==> config.mk <==
export PLATFORM = sky130hd
export DESIGN_NAME = wcs_controlstore_flat
export DESIGN_NICKNAME = d
export VERILOG_FILES = /design/src/rtl/wcs_controlstore_if.sv /design/src/rtl/wcs_controlstore.sv /design/src/flat_wrapper.sv
export SDC_FILE = /design/constraint.sdc
export NUM_CORES = 1
export LEC_CHECK = 0
export BUFFER_PORTS_ARGS = -buffer_cell sky130_fd_sc_hd__buf_2
export CORE_MARGIN = 1
export CORE_UTILIZATION = 65
export DETAILED_ROUTE_END_ITERATION = 7
export PLACE_DENSITY = 0.82
export SYNTH_ARGS = -nofsm -noshare
export SYNTH_HDL_FRONTEND = slang
export SYNTH_SLANG_ARGS = --single-unit
==> constraint.sdc <==
create_clock -name clock -period 5 [get_ports clock]
set_input_delay 0.5 -clock clock [delete_from_list [all_inputs] [get_ports clock]]
set_output_delay 0.5 -clock clock [all_outputs]
set_load 0.01 [all_outputs]
==> src/rtl/wcs_controlstore_if.sv <==
// Microcode load port between the loader (master) and the writable control store (slave).
// The loader streams beats with valid/ready and brackets the load with start/done pulses.
interface wcs_controlstore_if #(
  parameter int ADDR_W = 5,
  parameter int WORD_W = 25
);
  logic              load_start;
  logic              load_valid;
  logic              load_ready;
  logic [ADDR_W-1:0] load_addr;
  logic [WORD_W-1:0] load_data;
  logic              load_done;

  modport master (
    output load_start, load_valid, load_addr, load_data, load_done,
    input  load_ready
  );

  modport slave (
    input  load_start, load_valid, load_addr, load_data, load_done,
    output load_ready
  );
endinterface

==> src/rtl/wcs_controlstore.sv <==
// Writable microprogram control store: RAM loaded at run time, registered control word
// one cycle after the state-ID address, with stall and unprogrammed/out-of-range fault flags.
module wcs_controlstore #(
  parameter int              ADDR_W     = 5,
  parameter int              WORD_W     = 25,
  parameter int              DEPTH      = 32,
  parameter logic [WORD_W-1:0] RESET_WORD = '0
) (
  input  logic              clock,
  input  logic              reset_n,
  input  logic [ADDR_W-1:0] address,
  input  logic              hold,
  wcs_controlstore_if.slave ld,
  output logic [WORD_W-1:0] controlword,
  output logic              cw_valid,
  output logic              fault,
  output logic              fault_sticky,
  output logic [1:0]        state
);

  typedef enum logic [1:0] {EMPTY = 2'b00, LOAD = 2'b01, RUN = 2'b10} st_e;

  localparam int              IDX_W   = (DEPTH > 1) ? $clog2(DEPTH) : 1;
  localparam logic [ADDR_W:0] DEPTH_L = (ADDR_W+1)'(DEPTH);

  st_e               st_q, st_d;
  logic [WORD_W-1:0] ram [DEPTH];
  logic [DEPTH-1:0]  ent_vld;

  logic             beat, ld_in, rd_in, rd_hit, start_eff, fetch;
  logic [IDX_W-1:0] ld_idx, rd_idx;

  assign ld_idx = ld.load_addr[IDX_W-1:0];
  assign rd_idx = address[IDX_W-1:0];
  assign ld_in  = ({1'b0, ld.load_addr} < DEPTH_L);
  assign rd_in  = ({1'b0, address} < DEPTH_L);
  // the index is only meaningful once the range check passes
  assign rd_hit = rd_in && ent_vld[rd_idx];

  assign ld.load_ready = (st_q == LOAD);
  assign beat          = ld.load_valid && ld.load_ready;
  // load_start is ignored while already loading
  assign start_eff     = ld.load_start && (st_q != LOAD);
  assign fetch         = (st_q == RUN) && !start_eff && !hold;
  assign state         = st_q;

  always_comb begin
    st_d = st_q;
    case (st_q)
      EMPTY:   if (ld.load_start) st_d = LOAD;
      LOAD:    if (ld.load_done)  st_d = RUN;
      RUN:     if (ld.load_start) st_d = LOAD;
      default: st_d = EMPTY;
    endcase
  end

  always_ff @(posedge clock or negedge reset_n) begin
    if (!reset_n) st_q <= EMPTY;
    else          st_q <= st_d;
  end

  // RAM contents survive reset; only the per-entry valid bits are cleared
  always_ff @(posedge clock) begin
    if (beat && ld_in) ram[ld_idx] <= ld.load_data;
  end

  always_ff @(posedge clock or negedge reset_n) begin
    if (!reset_n)            ent_vld         <= '0;
    else if (beat && ld_in)  ent_vld[ld_idx] <= 1'b1;
  end

  always_ff @(posedge clock or negedge reset_n) begin
    if (!reset_n)               fault_sticky <= 1'b0;
    else if (start_eff)         fault_sticky <= 1'b0;
    else if (beat && !ld_in)    fault_sticky <= 1'b1;
    else if (fetch && !rd_hit)  fault_sticky <= 1'b1;
  end

  // Outside a live RUN cycle the word is forced to NOP, so the first RUN
  // cycle after load_done and the first LOAD cycle both show RESET_WORD.
  always_ff @(posedge clock or negedge reset_n) begin
    if (!reset_n) begin
      controlword <= RESET_WORD;
      cw_valid    <= 1'b0;
      fault       <= 1'b0;
    end else if (st_q != RUN || start_eff) begin
      controlword <= RESET_WORD;
      cw_valid    <= 1'b0;
      fault       <= 1'b0;
    end else if (!hold) begin
      if (rd_hit) begin
        controlword <= ram[rd_idx];
        cw_valid    <= 1'b1;
        fault       <= 1'b0;
      end else begin
        controlword <= RESET_WORD;
        cw_valid    <= 1'b0;
        fault       <= 1'b1;
      end
    end
  end

endmodule

==> src/flat_wrapper.sv <==
// flat-port wrapper written by rule: the top's interface ports become plain ports
module wcs_controlstore_flat 
#(
  parameter int              ADDR_W     = 5,
  parameter int              WORD_W     = 25,
  parameter int              DEPTH      = 32,
  parameter logic [WORD_W-1:0] RESET_WORD = '0
)
  (clock, reset_n, address, hold, controlword, cw_valid, fault, fault_sticky, state, ld_load_start, ld_load_valid, ld_load_addr, ld_load_data, ld_load_done, ld_load_ready);
  wcs_controlstore_if #(.ADDR_W(ADDR_W), .WORD_W(WORD_W)) ld_i ();
  input  logic clock;
  input  logic reset_n;
  input  logic [ADDR_W-1:0] address;
  input  logic hold;
  output logic [WORD_W-1:0] controlword;
  output logic cw_valid;
  output logic fault;
  output logic fault_sticky;
  output logic [1:0] state;
  input wire logic [$bits(ld_i.load_start)-1:0] ld_load_start;
  input wire logic [$bits(ld_i.load_valid)-1:0] ld_load_valid;
  input wire logic [$bits(ld_i.load_addr)-1:0] ld_load_addr;
  input wire logic [$bits(ld_i.load_data)-1:0] ld_load_data;
  input wire logic [$bits(ld_i.load_done)-1:0] ld_load_done;
  output wire logic [$bits(ld_i.load_ready)-1:0] ld_load_ready;
  assign ld_i.load_start = ld_load_start;
  assign ld_i.load_valid = ld_load_valid;
  assign ld_i.load_addr = ld_load_addr;
  assign ld_i.load_data = ld_load_data;
  assign ld_i.load_done = ld_load_done;
  assign ld_load_ready = ld_i.load_ready;
  wcs_controlstore #(.ADDR_W(ADDR_W), .WORD_W(WORD_W), .DEPTH(DEPTH), .RESET_WORD(RESET_WORD)) u_core (.clock(clock), .reset_n(reset_n), .address(address), .hold(hold), .ld(ld_i), .controlword(controlword), .cw_valid(cw_valid), .fault(fault), .fault_sticky(fault_sticky), .state(state));
endmodule
==> flow_summary.ini, run 1 <==
[route]
drtIter0Drc = 2090
route.detailed.drc = 0
wire_per_inst_um = 33.8
ant_nets = 0
drtPass1Iterations = 5
totalWireLength_um = 79000
viasPerCell = 7.07
num_vias = 16545

[clock_tree]
insertion_delay_ns = 0.62
cts.clk_slew.worst_paths_ns = 0.06
cts_setup_buffers = 0
htree_num_levels = 3
numCtsBuffers = 81
cts_root_buf = clkbuf_16
postCtsHoldBufs = 0
cts_resized = 0
cts_tree = built
cts_buffer_depth = 3
clock_sinks = 862

[yosys]
yosys.area.top_type = edfxtp_1
synth_nets = 1550
synthTopCellsByArea = edfxtp_1 (73%), mux4_2 (12%), dfrtp_1 (4.7%)
synth_area_per_cell_um2 = 21.9
syn_inst = 1509
synth_edf_count = 800
async_flop_share_pct = 7.19
synthesis.area_um2 = 33100
synth_top_area_share_pct = 72.6
synth-main-ff-cell = edfxtp_1
yosysWarnings = 0
yosys_register_bits = 862
yosysSeqAreaShare_pct = 77.2
ys_types = 39

[sta]
max_freq_mhz = 296
final-setup-viol-count = 0
holdWs_ns = 0.0363
clock-skew-final_ns = 0.0210
rsz0062_at_grt = false
fin_crit_ns = 3.38
finalMaxSlewViolations = 0
tightest_slew_ns = 1.35
fin_setup_tns_ns = 0
hold_viol = 0
finalCritPeriodShare_pct = 67.5
slew_headroom_pct = 10.1

[place]
place_congestion = 0.786
port_buffers = 71
dp_cells = 2194
dp_hpwl_um = 39500

[die]
core-area_um2 = 50200
die_h_um = 228
floorplan.initialDensity_pct = 66.0
ios = 72
die_x_um = 228
die_area_um2 = 51800
std_cell_rows = 82

[global_route]
grt_pass1_vias = 17002
grt_pass1_wl_um = 113000
grt-ovfl-total = 0
grt_use_total_pct = 31.7
grt_max_degree = 101
antenna_found_initial = 2

[critical_path]
path_cells = nor2b_1, nand4b_1, nor2_4
critPathArrivalTime_ns = 3.59
cp-start-kind = register
path_delay_family = simple AND/OR/NAND/NOR gates
path_buf_inv = 0
critPathSlowestCell = nor2_4
slowest_delay_ns = 1.35
end_kind = register
cp_max_fo = 26
crit_type = register to register
required_ns = 5.21

[power]
p_total_w = 0.0149
peakVddDrop_v = 0.000226
p_per_area_nw_per_um2 = 402
p_leak_nw = 12.2

[finish]
fin_nets = 1646
insertedDiodeCount = 0
drive_gt1_share_pct = 30.9
area.growth.synth_to_final_pct = 11.4
fill_cells = 2595
finalNonFillerCells = 2341

[min_path]
hold_path_class = input pin to asynchronous set/reset pin

[job]
drv_cap = 0

[status]
status = complete, no violations
## worst register-to-register path: stages (launching register included)
cell and delay (ns):
dfrtp_1 0.38, nor2b_1 0.39, nand4b_1 0.82, nor2_4 1.35
## placed cells by master (no fill, tap or decap), types with 5 or more instances in the layout
cell	count
mux4_1	5
o21ai_1	24
clkinv_2	19
mux2_2	44
clkinv_1	7
a221oi_1	26
buf_2	68
a22oi_1	16
clkbuf_16	87
edfxtp_1	800
buf_4	19
nand2_1	38
o22ai_1	22
dfrtp_1	62
clkbuf_8	12
clkbuf_1	16
nor2_4	33
nand3_1	5
mux4_2	183
or2_2	32
mux2i_1	84
nand2b_1	11
## worst paths after layout
path,from,end,slack (ns),cells past startpoint
setup / recovery,u_core.state[0],u_core.ram[10][4],1.62,3
hold / removal,reset_n,u_core.controlword[24],0.04,1
setup reg to reg,u_core.state[0],u_core.ram[10][4],1.62,3
hold reg to reg,u_core.ent_vld[14],u_core.ent_vld[14],0.47,1
max in group asynchronous,reset_n,u_core.ent_vld[11],3.84,2
min in group clock,ld_load_done,u_core.state[1],0.10,2
## state kept, by name (all words and copies together) (netlist names)
| register | count |
|---|---|
| u_core.controlword | 25 |
| u_core.cw_valid | 1 |
| u_core.fault | 1 |
| u_core.fault_sticky | 1 |
| u_core.ent_vld | 32 |
| u_core.ram | 800 |
| u_core.state | 2 |
## routing by layer
metal / vias up / GRT usage (%) / routed length, um
met3: 255 / 6.27 / 7610
li1: 6483 / - / -
met1: 8526 / 40.7 / 27700
met2: 1277 / 52.2 / 40000
met5: - / 0 / 22
met4: 4 / 16.1 / 3730
## area by class of cell
cell class                 count  area (um^2)  area share (%)
sequential                   862        25600            69.3
multi-input combinational    567         7310            19.8
clock buffer                 115         2400            6.51
tap                          672          841            2.28
timing repair buffer          92          573            1.55
clock inverter                32          191           0.519
inverter                       1         3.75          0.0102
## Yosys cell counts, types with 3 or more instances
cell type and instances:
buf_4 5, nor2b_1 5, o21ai_1 24, nand2b_1 12
nand3_1 5, buf_12 4, mux2_2 44, nand2_1 38
mux2i_1 84, a22oi_1 16, buf_6 7, dfrtp_1 62
a21oi_1 3, buf_2 33, edfxtp_1 800, clkbuf_1 18
buf_1 12, a221oi_1 26, o32a_1 3, nor3_1 4
mux4_2 183, mux4_1 5, nor2_1 37, o31ai_1 3
o22ai_1 22, o21ai_0 3, or2_2 32, nand3b_1 3
## through the flow
stage	utilization, %	cell area, um^2	setup WS [ns]
final	73.5	36900	1.62
after global routing	73.5	36900	1.54
after CTS	73.5	36900	1.70
after detailed placement	68.4	34300	1.66
after global placement	68.4	34300	1.71
after floorplan	-	33100	2.11
## where the power goes
group | internal [W] | total (W) | switching (W)
Combinational | 0.000317 | 0.000781 | 0.000464
Sequential | 0.00798 | 0.00804 | 0.0000550
Clock | 0.00340 | 0.00603 | 0.00263
## cells by family (layout without fill, tap and decap cells)
kind of cell / count (synthesis) / after routing / synth area share (%)
muxes: 316 / 316 / 16.9
buffers and inverters: 80 / 240 / 1.44
AOI/OAI and AO/OA: 106 / 106 / 2.26
DFF: 862 / 862 / 77.2
and+or+nand+nor: 145 / 145 / 2.18
No activity file was read; power rests on OpenSTA's default activity.
==> run 2: changes to the inputs <==
--- a/config.mk
+++ b/config.mk
@@ -7,9 +7,9 @@
 export LEC_CHECK = 0
 export BUFFER_PORTS_ARGS = -buffer_cell sky130_fd_sc_hd__buf_2
 export CORE_MARGIN = 1
-export CORE_UTILIZATION = 65
+export CORE_UTILIZATION = 56
 export DETAILED_ROUTE_END_ITERATION = 7
-export PLACE_DENSITY = 0.82
+export PLACE_DENSITY = 0.75
 export SYNTH_ARGS = -nofsm -noshare
 export SYNTH_HDL_FRONTEND = slang
 export SYNTH_SLANG_ARGS = --single-unit
==> constraint.sdc (replaced) <==
create_clock -name clock -period 3 [get_ports clock]
set_input_delay 0.3 -clock clock [delete_from_list [all_inputs] [get_ports clock]]
set_output_delay 0.3 -clock clock [all_outputs]
set_load 0.01 [all_outputs]
==> run 2 against run 1 <==
  * Non-clock buffer count is 80 higher
  * Worst hold slack improved by 0.12 ns
  * Via count shrank 0.28%
  * Highest routed layer is now met4
==> flow_summary.ini, run 2 (synthesis results as in run 1) <==
[status]
status = complete, no violations

[sta]
fin_crit_ns = 2.45
hold_viol = 0
max_freq_mhz = 409
tightest_slew_ns = 0.874
slew_headroom_pct = 41.7
fin_setup_tns_ns = 0
final-setup-viol-count = 0
clock-skew-final_ns = 0.0245
finalMaxSlewViolations = 0
finalCritPeriodShare_pct = 81.5
rsz0062_at_grt = false
holdWs_ns = 0.155

[global_route]
grt_pass1_wl_um = 116000
antenna_found_initial = 1
grt_pass1_vias = 17189
grt_use_total_pct = 27.5
grt-ovfl-total = 0
grt_max_degree = 36

[route]
viasPerCell = 6.54
drtIter0Drc = 1833
wire_per_inst_um = 31.6
totalWireLength_um = 79900
route.detailed.drc = 0
num_vias = 16499
drtPass1Iterations = 5
ant_nets = 0

[clock_tree]
cts_setup_buffers = 0
cts_root_buf = clkbuf_16
cts_buffer_depth = 3
clock_sinks = 862
numCtsBuffers = 84
htree_num_levels = 3
postCtsHoldBufs = 4
cts_resized = 0
cts_tree = built
insertion_delay_ns = 0.64
cts.clk_slew.worst_paths_ns = 0.07

[critical_path]
path_common_cell = buf_4
crit_type = register to register
critPathSlowestCell = or3_1
critPathArrivalTime_ns = 2.71
cp_max_fo = 16
path_buf_inv = 2
end_kind = register
path_cells = nor2b_1, buf_4, nand2_1, or3_1, nor2_4, buf_4
path_delay_family = simple AND/OR/NAND/NOR gates
required_ns = 3.26
cp-start-kind = register
slowest_delay_ns = 0.65

[power]
p_total_w = 0.0256
p_per_area_nw_per_um2 = 671
pwr-share-comb_pct = 5.3
peakVddDrop_v = 0.000626
clkPwrFrac_pct = 42.4
pwr-share-seq_pct = 52.3
switching_share_pct = 20.6
p_leak_nw = 12.8
intPower_w = 0.0203
p_sw_w = 0.00527

[die]
die_area_um2 = 60100
die_h_um = 245
floorplan.initialDensity_pct = 57.1
core-area_um2 = 58000
std_cell_rows = 88
die_x_um = 245
ios = 72

[finish]
area.growth.synth_to_final_pct = 15.2
drive_gt1_share_pct = 33.8
fill_cells = 3622
finalNonFillerCells = 2524
insertedDiodeCount = 0
largest_register_ffs = 800
final_area_um2 = 38200
largest_register = u_core.ram
fin_nets = 1729
final_common_cell = edfxtp_1
layout_common_cells = edfxtp_1 (800), mux4_2 (183), clkbuf_16 (85), mux2i_1 (84), buf_4 (74)
reg_top3 = u_core.ram x800, u_core.ent_vld x32, u_core.controlword x25

[place]
dp_cells = 2363
postPlaceCellArea_um2 = 35200
place_congestion = 0.820
port_buffers = 71
dp_hpwl_um = 45000

[min_path]
hold_path_class = input pin to register

[job]
drv_cap = 0
-- run 2: changes by cell type in the layout (fill, tap and decap cells not counted), moves of 3 or more --
cell and change:
clkinv_2 -5, clkbuf_8 -5, buf_4 +55, dlygate4sd3_1 +4
clkinv_1 +3, inv_6 +3, buf_12 +21, bufinv_16 +11
-- run 2: cell type report --
cell class | instances | area [um^2] | share of cell area (%)
inverter | 1 | 3.75 | 0.00984
multi-input combinational | 567 | 7310 | 19.2
tap | 765 | 957 | 2.51
clock inverter | 47 | 574 | 1.51
timing repair buffer | 172 | 1450 | 3.79
clock buffer | 110 | 2290 | 6.00
sequential | 862 | 25600 | 67.0
-- run 2: per-stage QoR --
stage | utilization [%] | worst slack, ns
after CTS | 65.8 | 0.571
after global routing | 65.8 | 0.457
after global placement | 60.7 | 0.380
after detailed placement | 60.7 | 0.397
final | 65.8 | 0.555
after floorplan | - | 0.115
-- run 2: worst register-to-register path, stage by stage (launching register included) --
cell and delay [ns]:
dfrtp_1 0.39, nor2b_1 0.15, buf_4 0.15, nand2_1 0.07, or3_1 0.65, nor2_4 0.23
buf_4 0.43
-- run 2: final timing paths --
path                                    endpoint  slack [ns]                from  cells past startpoint
max                           u_core.ram[28][14]        0.55     u_core.state[0]                      6
min                              u_core.cw_valid        0.16                hold                      4
max reg2reg                   u_core.ram[28][14]        0.55     u_core.state[0]                      6
min reg2reg                   u_core.ent_vld[29]        0.47  u_core.ent_vld[29]                      1
max in group asynchronous  u_core.controlword[6]        1.75             reset_n                      3
min in group asynchronous        u_core.state[1]        0.32             reset_n                      2
-- run 2: layer usage --
layer	routed length [um]	GRT usage, %	vias to the layer above
met1	30600	37.0	8770
li1	-	-	6659
met5	0	0	-
met3	6740	5.26	182
met4	2990	11.0	0
met2	39500	44.9	888
-- run 2: power groups by stage --
stage,sequential [W],clock [W],combinational [W]
2_1_floorplan,0.0136,0,0.000812
3_3_place_gp,0.0136,0,0.00131
3_5_place_dp,0.0136,0,0.00135
4_1_cts,0.0134,0.0110,0.00137
5_1_grt,0.0134,0.0114,0.00145
6_report,0.0134,0.0109,0.00137
